<file path="src/rtl/baw_pkg.sv">
// rtl/baw_pkg.sv - shared types, result codes and width helper for the card game engine
// Contents:
//   state_e    FSM state encoding exported on the `state` port
//   RES_*      round/game result codes (none, P1, P2, tie)
//   calc_cw    counter width able to hold 0..n
package baw_pkg;

    typedef enum logic [2:0] {
        ST_IDLE   = 3'd0,
        ST_FIRST  = 3'd1,
        ST_SECOND = 3'd2,
        ST_REVEAL = 3'd3,
        ST_DONE   = 3'd4
    } state_e;

    localparam logic [1:0] RES_NONE = 2'b00;
    localparam logic [1:0] RES_P1   = 2'b01;
    localparam logic [1:0] RES_P2   = 2'b10;
    localparam logic [1:0] RES_TIE  = 2'b11;

    function automatic int calc_cw(input int n);
        return $clog2(n + 1);
    endfunction

endpackage

</file>
<file path="src/rtl/baw_onehot_check.sv">
// rtl/baw_onehot_check.sv - validates a one-hot card selection against a hand
// Ports:
//   sel    card selection (must be exactly one bit set)
//   hand   unused-card mask of the player about to play
//   valid  selection is one-hot and the card is still in the hand
//   idx    binary index of the selected card (meaningful only when valid)
module baw_onehot_check #(
    parameter int N  = 9,
    parameter int IW = 4
) (
    input  logic [N-1:0]  sel,
    input  logic [N-1:0]  hand,
    output logic          valid,
    output logic [IW-1:0] idx
);

    always_comb begin
        idx = '0;
        for (int i = 0; i < N; i++) begin
            if (sel[i]) idx = IW'(i);
        end
        // x & (x-1) clears the lowest set bit, so zero means at most one bit set
        valid = (sel != '0) && ((sel & (sel - N'(1))) == '0) && ((sel & hand) != '0);
    end

endmodule

</file>
<file path="src/rtl/baw_game_core.sv">
// rtl/baw_game_core.sv - two-player black-and-white card game engine
// Build option: BAW_EDGE_DETECT_EN - buttons pass through a registered rising-edge
//   detector (held buttons act once, one extra cycle of latency).
// Ports:
//   clk, reset_n                 clock, synchronous active-low reset
//   btn_start/play/next/abort    game buttons (abort > start > play > next)
//   card_sel                     one-hot card choice for the active player
//   state, active_player, round  FSM state, who plays next, completed rounds
//   p1_wins, p2_wins             round wins
//   p1_hand, p2_hand             unused-card masks
//   p1/p2_black, p1/p2_white     combinational popcounts of odd/even unused cards
//   p1/p2_last_black             colour of each player's card this round
//   match_result, game_result    last round / final game result codes
//   finish, sel_error            game over, one-cycle rejected-play pulse
module baw_game_core
    import baw_pkg::*;
#(
    parameter int  NUM_CARDS  = 9,
    parameter int  WIN_TARGET = 5,
    localparam int CW         = calc_cw(NUM_CARDS)
) (
    input  logic                 clk,
    input  logic                 reset_n,
    input  logic                 btn_start,
    input  logic                 btn_play,
    input  logic                 btn_next,
    input  logic                 btn_abort,
    input  logic [NUM_CARDS-1:0] card_sel,
    output logic [2:0]           state,
    output logic                 active_player,
    output logic [CW-1:0]        round,
    output logic [CW-1:0]        p1_wins,
    output logic [CW-1:0]        p2_wins,
    output logic [NUM_CARDS-1:0] p1_hand,
    output logic [NUM_CARDS-1:0] p2_hand,
    output logic [CW-1:0]        p1_black,
    output logic [CW-1:0]        p1_white,
    output logic [CW-1:0]        p2_black,
    output logic [CW-1:0]        p2_white,
    output logic                 p1_last_black,
    output logic                 p2_last_black,
    output logic [1:0]           match_result,
    output logic [1:0]           game_result,
    output logic                 finish,
    output logic                 sel_error
);

    localparam int IW = (NUM_CARDS > 1) ? $clog2(NUM_CARDS) : 1;
    localparam logic [CW-1:0] WIN_T  = CW'(WIN_TARGET);
    localparam logic [CW-1:0] ROUNDS = CW'(NUM_CARDS);

    logic                 go_abort, go_start, go_play, go_next;
    logic [NUM_CARDS-1:0] sel;

`ifdef BAW_EDGE_DETECT_EN
    logic [3:0]           btn_prev_q, btn_edge_q;
    logic [NUM_CARDS-1:0] sel_q;

    // card_sel is delayed alongside the buttons so the pair stays aligned
    always_ff @(posedge clk) begin
        if (!reset_n) begin
            btn_prev_q <= '0;
            btn_edge_q <= '0;
            sel_q      <= '0;
        end else begin
            btn_prev_q <= {btn_abort, btn_start, btn_play, btn_next};
            btn_edge_q <= {btn_abort, btn_start, btn_play, btn_next} & ~btn_prev_q;
            sel_q      <= card_sel;
        end
    end

    assign {go_abort, go_start, go_play, go_next} = btn_edge_q;
    assign sel = sel_q;
`else
    assign {go_abort, go_start, go_play, go_next} = {btn_abort, btn_start, btn_play, btn_next};
    assign sel = card_sel;
`endif

    state_e               state_q;
    logic [IW-1:0]        p1_card_q, p2_card_q;
    logic [NUM_CARDS-1:0] hand_act;
    logic                 sel_valid;
    logic [IW-1:0]        sel_idx;
    logic [IW-1:0]        p1_c, p2_c;

    assign state    = state_q;
    assign hand_act = active_player ? p2_hand : p1_hand;

    baw_onehot_check #(.N(NUM_CARDS), .IW(IW)) u_check (
        .sel   (sel),
        .hand  (hand_act),
        .valid (sel_valid),
        .idx   (sel_idx)
    );

    // Cards as they stand once the second mover commits this cycle
    assign p1_c = active_player ? p1_card_q : sel_idx;
    assign p2_c = active_player ? sel_idx : p2_card_q;

    always_comb begin
        p1_black = '0;
        p1_white = '0;
        p2_black = '0;
        p2_white = '0;
        for (int i = 0; i < NUM_CARDS; i++) begin
            if (i % 2 == 1) begin
                p1_black = p1_black + CW'(p1_hand[i]);
                p2_black = p2_black + CW'(p2_hand[i]);
            end else begin
                p1_white = p1_white + CW'(p1_hand[i]);
                p2_white = p2_white + CW'(p2_hand[i]);
            end
        end
    end

    always_ff @(posedge clk) begin
        if (!reset_n || go_abort) begin
            state_q       <= ST_IDLE;
            active_player <= 1'b0;
            round         <= '0;
            p1_wins       <= '0;
            p2_wins       <= '0;
            p1_hand       <= '0;
            p2_hand       <= '0;
            p1_card_q     <= '0;
            p2_card_q     <= '0;
            p1_last_black <= 1'b0;
            p2_last_black <= 1'b0;
            match_result  <= RES_NONE;
            game_result   <= RES_NONE;
            finish        <= 1'b0;
            sel_error     <= 1'b0;
        end else begin
            sel_error <= 1'b0;
            case (state_q)
                ST_IDLE, ST_DONE: begin
                    if (go_start) begin
                        state_q       <= ST_FIRST;
                        active_player <= 1'b0;
                        round         <= '0;
                        p1_wins       <= '0;
                        p2_wins       <= '0;
                        p1_hand       <= '1;
                        p2_hand       <= '1;
                        match_result  <= RES_NONE;
                        game_result   <= RES_NONE;
                        finish        <= 1'b0;
                    end
                end
                ST_FIRST, ST_SECOND: begin
                    if (go_play) begin
                        if (!sel_valid) begin
                            sel_error <= 1'b1;
                        end else begin
                            if (active_player) begin
                                p2_hand       <= p2_hand & ~sel;
                                p2_card_q     <= sel_idx;
                                p2_last_black <= sel_idx[0];
                            end else begin
                                p1_hand       <= p1_hand & ~sel;
                                p1_card_q     <= sel_idx;
                                p1_last_black <= sel_idx[0];
                            end
                            if (state_q == ST_FIRST) begin
                                state_q       <= ST_SECOND;
                                active_player <= ~active_player;
                            end else begin
                                state_q <= ST_REVEAL;
                                round   <= round + CW'(1);
                                if (p1_c > p2_c) begin
                                    p1_wins      <= p1_wins + CW'(1);
                                    match_result <= RES_P1;
                                end else if (p2_c > p1_c) begin
                                    p2_wins      <= p2_wins + CW'(1);
                                    match_result <= RES_P2;
                                end else begin
                                    match_result <= RES_TIE;
                                end
                            end
                        end
                    end
                end
                ST_REVEAL: begin
                    if (go_next) begin
                        if (p1_wins == WIN_T || p2_wins == WIN_T || round == ROUNDS) begin
                            state_q <= ST_DONE;
                            finish  <= 1'b1;
                            if (p1_wins > p2_wins)      game_result <= RES_P1;
                            else if (p2_wins > p1_wins) game_result <= RES_P2;
                            else                        game_result <= RES_TIE;
                        end else begin
                            state_q       <= ST_FIRST;
                            // P1 leads even rounds, P2 leads odd rounds
                            active_player <= round[0];
                        end
                    end
                end
                default: state_q <= ST_IDLE;
            endcase
        end
    end

endmodule

</file>
<file path="config.mk">
export PLATFORM = sky130hd
export DESIGN_NAME = baw_game_core
export DESIGN_NICKNAME = d
export VERILOG_FILES = /design/src/rtl/baw_pkg.sv /design/src/rtl/baw_onehot_check.sv /design/src/rtl/baw_game_core.sv
export SDC_FILE = /design/constraint.sdc
export NUM_CORES = 1
export LEC_CHECK = 0
export CAP_MARGIN = 20
export CORE_ASPECT_RATIO = 1.2
export CORE_MARGIN = 3
export CORE_UTILIZATION = 47
export CTS_CLUSTER_SIZE = 12
export DETAILED_ROUTE_END_ITERATION = 10
export PLACE_DENSITY = 0.82
export SLEW_MARGIN = 0
export SYNTH_ARGS = -nofsm -noshare
export SYNTH_HDL_FRONTEND = slang
export SYNTH_SLANG_ARGS = --single-unit
</file>
<file path="constraint.sdc">
create_clock -name clk -period 3.95 [get_ports clk]
set_input_delay 0.5925 -clock clk [delete_from_list [all_inputs] [get_ports clk]]
set_output_delay 0.5925 -clock clk [all_outputs]
set_load 0.02 [all_outputs]
</file>
==> qor.yml <==
ios: 73
period_minus_slack_ps: 3390
status: "completed"
firstDrtPassIters: 6
critPathCaptureType: "flop"
synthesis.area_um2: 3140
viasPerCell: 5.88
synth_edf_count: 0
holdBufCountCts: 0
slowest_delay_ps: 600
setup_viol: 0
power_uw: 1040
clock-sinks: 50
worst_path_max_delay_cell: "clkdlybuf4s50_1"
cp_top_family: "compound AO/OA/AOI/OAI gates"
ctsRootBufferMaster: "clkbuf_8"
initial_core_util_pct: 48.8
hp-class: "flop to flop"
synth-seq-cells: 50
cts_tree: "built"
syn-instance-count: 369
cts.repair_timing.setup_buffer_count: 0
grt_overflow: 0
row_count: 32
routed_wl_um: 8590
fin_tns_setup_ps: 0
cts-htree-levels: 2
powerDensity_nw_per_um2: 264
die_area_um2: 7710
path_max_fanout: 7
fillers: 576
async_flop_share_pct: 0
synth_top_area_share_pct: 31.8
area_growth_pct: 25.2
synthFlopType: "dfxtp_1"
cts_buffers: 5
core-area_um2: 6450
startpoint_type: "input pin"
drv_cap: 0
postRouteAntennaNets: 0
tightest_slew_ps: 1050
clockBufferDepth: 2
rsz0062_at_grt: "false"
relSlewSlack_pct: 30.3
arrival_ps: 3610
antenna_found_initial: 0
final_cell_mix: "clkdlybuf4s50_1, dfxtp_1, nor2_1"
path_buf_inv: 2
place_inst: 505
vias: 3012
track_usage_pct: 23.3
die_height_um: 95.6
critPathKind: "input pin to flop"
grt_pass1_vias: 3020
fin_cells: 512
drv_slew: 0
yosysWarnings: 0
crit_top_cell: "a21oi_1"
synth_top_area_cell: "dfxtp_1"
synth_cell_types: 59
ys_top_cells_by_area: "dfxtp_1, ha_1, a21oi_1"
drtIter0Drc: 244
final_common_cell: "clkdlybuf4s50_1"
nets: 468
drc: 0
io_buffer_count: 68
clk_latency_ps: 300
hold_violations: 0
synth_area_per_cell_um2: 8.52
path_cells: "clkdlybuf4s50_1 -> inv_1 -> a21oi_1 -> o21bai_1 -> a21oi_1 -> nor2_1 -> mux2i_1 -> ha_1 -> nor2b_1 -> o21a_1 -> o21a_1 -> a211o_1 -> o21a_4 -> or4_1 -> a21oi_1"
clk_pin_slew_worst_paths_ps: 90
routabilityCongestion: 0.859
worst_slack_ps: 560
power.leakage_uw: 0.00145
skew_ps: 7.67
antenna_cells: 0
grt_max_degree: 27
cts_resized: 0
drive_gt1_share_pct: 9.13
post-place-ws_ps: 273
ir_drop_v: 0.000185
hpwlAfterDp_um: 6470
fmax_mhz: 295
die_x_um: 80.7
cp.required_ps: 4170
seq_area_frac_synth_pct: 31.8
wl_per_cell_um: 16.8
finalCritPeriodShare_pct: 85.8
grt_pass1_wl_um: 14100
## registers in the layout (all words and copies together), names as in the netlist, 2 cells and up
name	flops
match_result	2
round	4
p1_wins	4
p2_hand	9
state	3
p1_hand	9
game_result	2
p2_wins	4
p2_card_q	4
p1_card_q	4
## power breakdown
group | total, uW | switching, uW | internal [uW]
Clock | 287 | 168 | 119
Sequential | 531 | 15.9 | 515
Combinational | 219 | 125 | 95.0
Total | 1040 | 308 | 729
## cells by family after synthesis
logic type / share of synthesized area (%)
buffers and inverters: 7.33
flip-flops: 31.8
adder cells (fa/ha/maj): 11.8
multiplexers: 7.40
AO/OA/AOI/OAI: 22.1
AND/OR/NAND/NOR: 19.4
other: 0.119
## metrics by stage
stage	hold slack (ps)	utilization [%]	instance area, um2
2_1_floorplan	435	-	3150
3_3_place_gp	451	59.8	3860
3_5_place_dp	461	59.8	3860
4_1_cts	474	61.1	3940
5_1_grt	523	61.1	3940
6_report	466	61.1	3940
## metal layers
metal | up-vias | wire [um] | global-route usage, % | share of wire, %
li1 | 1434 | - | - | -
met1 | 1432 | 3380 | 27.0 | 39
met2 | 126 | 4420 | 40.5 | 51
met3 | 20 | 588 | 4.82 | 6.8
met4 | 0 | 201 | 11.3 | 2.3
met5 | - | 0 | 0 | 0
## final cells by class
class | count | area [um2] | share of cell area [%]
clock buffer | 5 | 68.8 | 1.75
clock inverter | 2 | 10.0 | 0.254
inverter | 21 | 78.8 | 2.00
multi-input combinational | 272 | 1920 | 48.9
sequential | 50 | 1000 | 25.4
tap | 85 | 106 | 2.70
timing repair buffer | 77 | 748 | 19.0
## final timing paths
check | from | slack (ps) | cells past startpoint | end
worst min-delay path | p1_card_q[0] | 470 | 2 | p1_card_q[0]
worst max-delay path | card_sel[2] | 560 | 15 | p1_wins[1]
worst min register to register | p1_card_q[0] | 470 | 2 | p1_card_q[0]
worst max register to register | active_player | 700 | 10 | p1_wins[1]
## Yosys cell counts (3+ instances only)
cell type,number
dfxtp_1,50
nor2_1,36
a21oi_1,33
o21ai_0,31
inv_1,21
ha_1,20
nand2_1,18
clkbuf_1,16
mux2i_1,12
mux2_2,9
nand2b_1,8
a221oi_1,7
fa_1,6
nand3_1,6
or3_1,6
a211oi_1,5
nand4_1,5
nor3_1,5
buf_2,4
buf_4,4
nor2b_1,4
o21a_1,4
buf_6,3
nor3b_1,3
nor4_1,3
o2111ai_1,3
o211ai_1,3
o31ai_1,3
or4_1,3
## tightest hold or removal path: cells and delay by family (launching register included)
| kind | cells | cell delay (ps) |
|---|---|---|
| flops | 1 | 320 |
| compound gates | 1 | 60 |
| simple gates | 1 | 50 |
No activity file was read; power rests on OpenSTA's default activity.
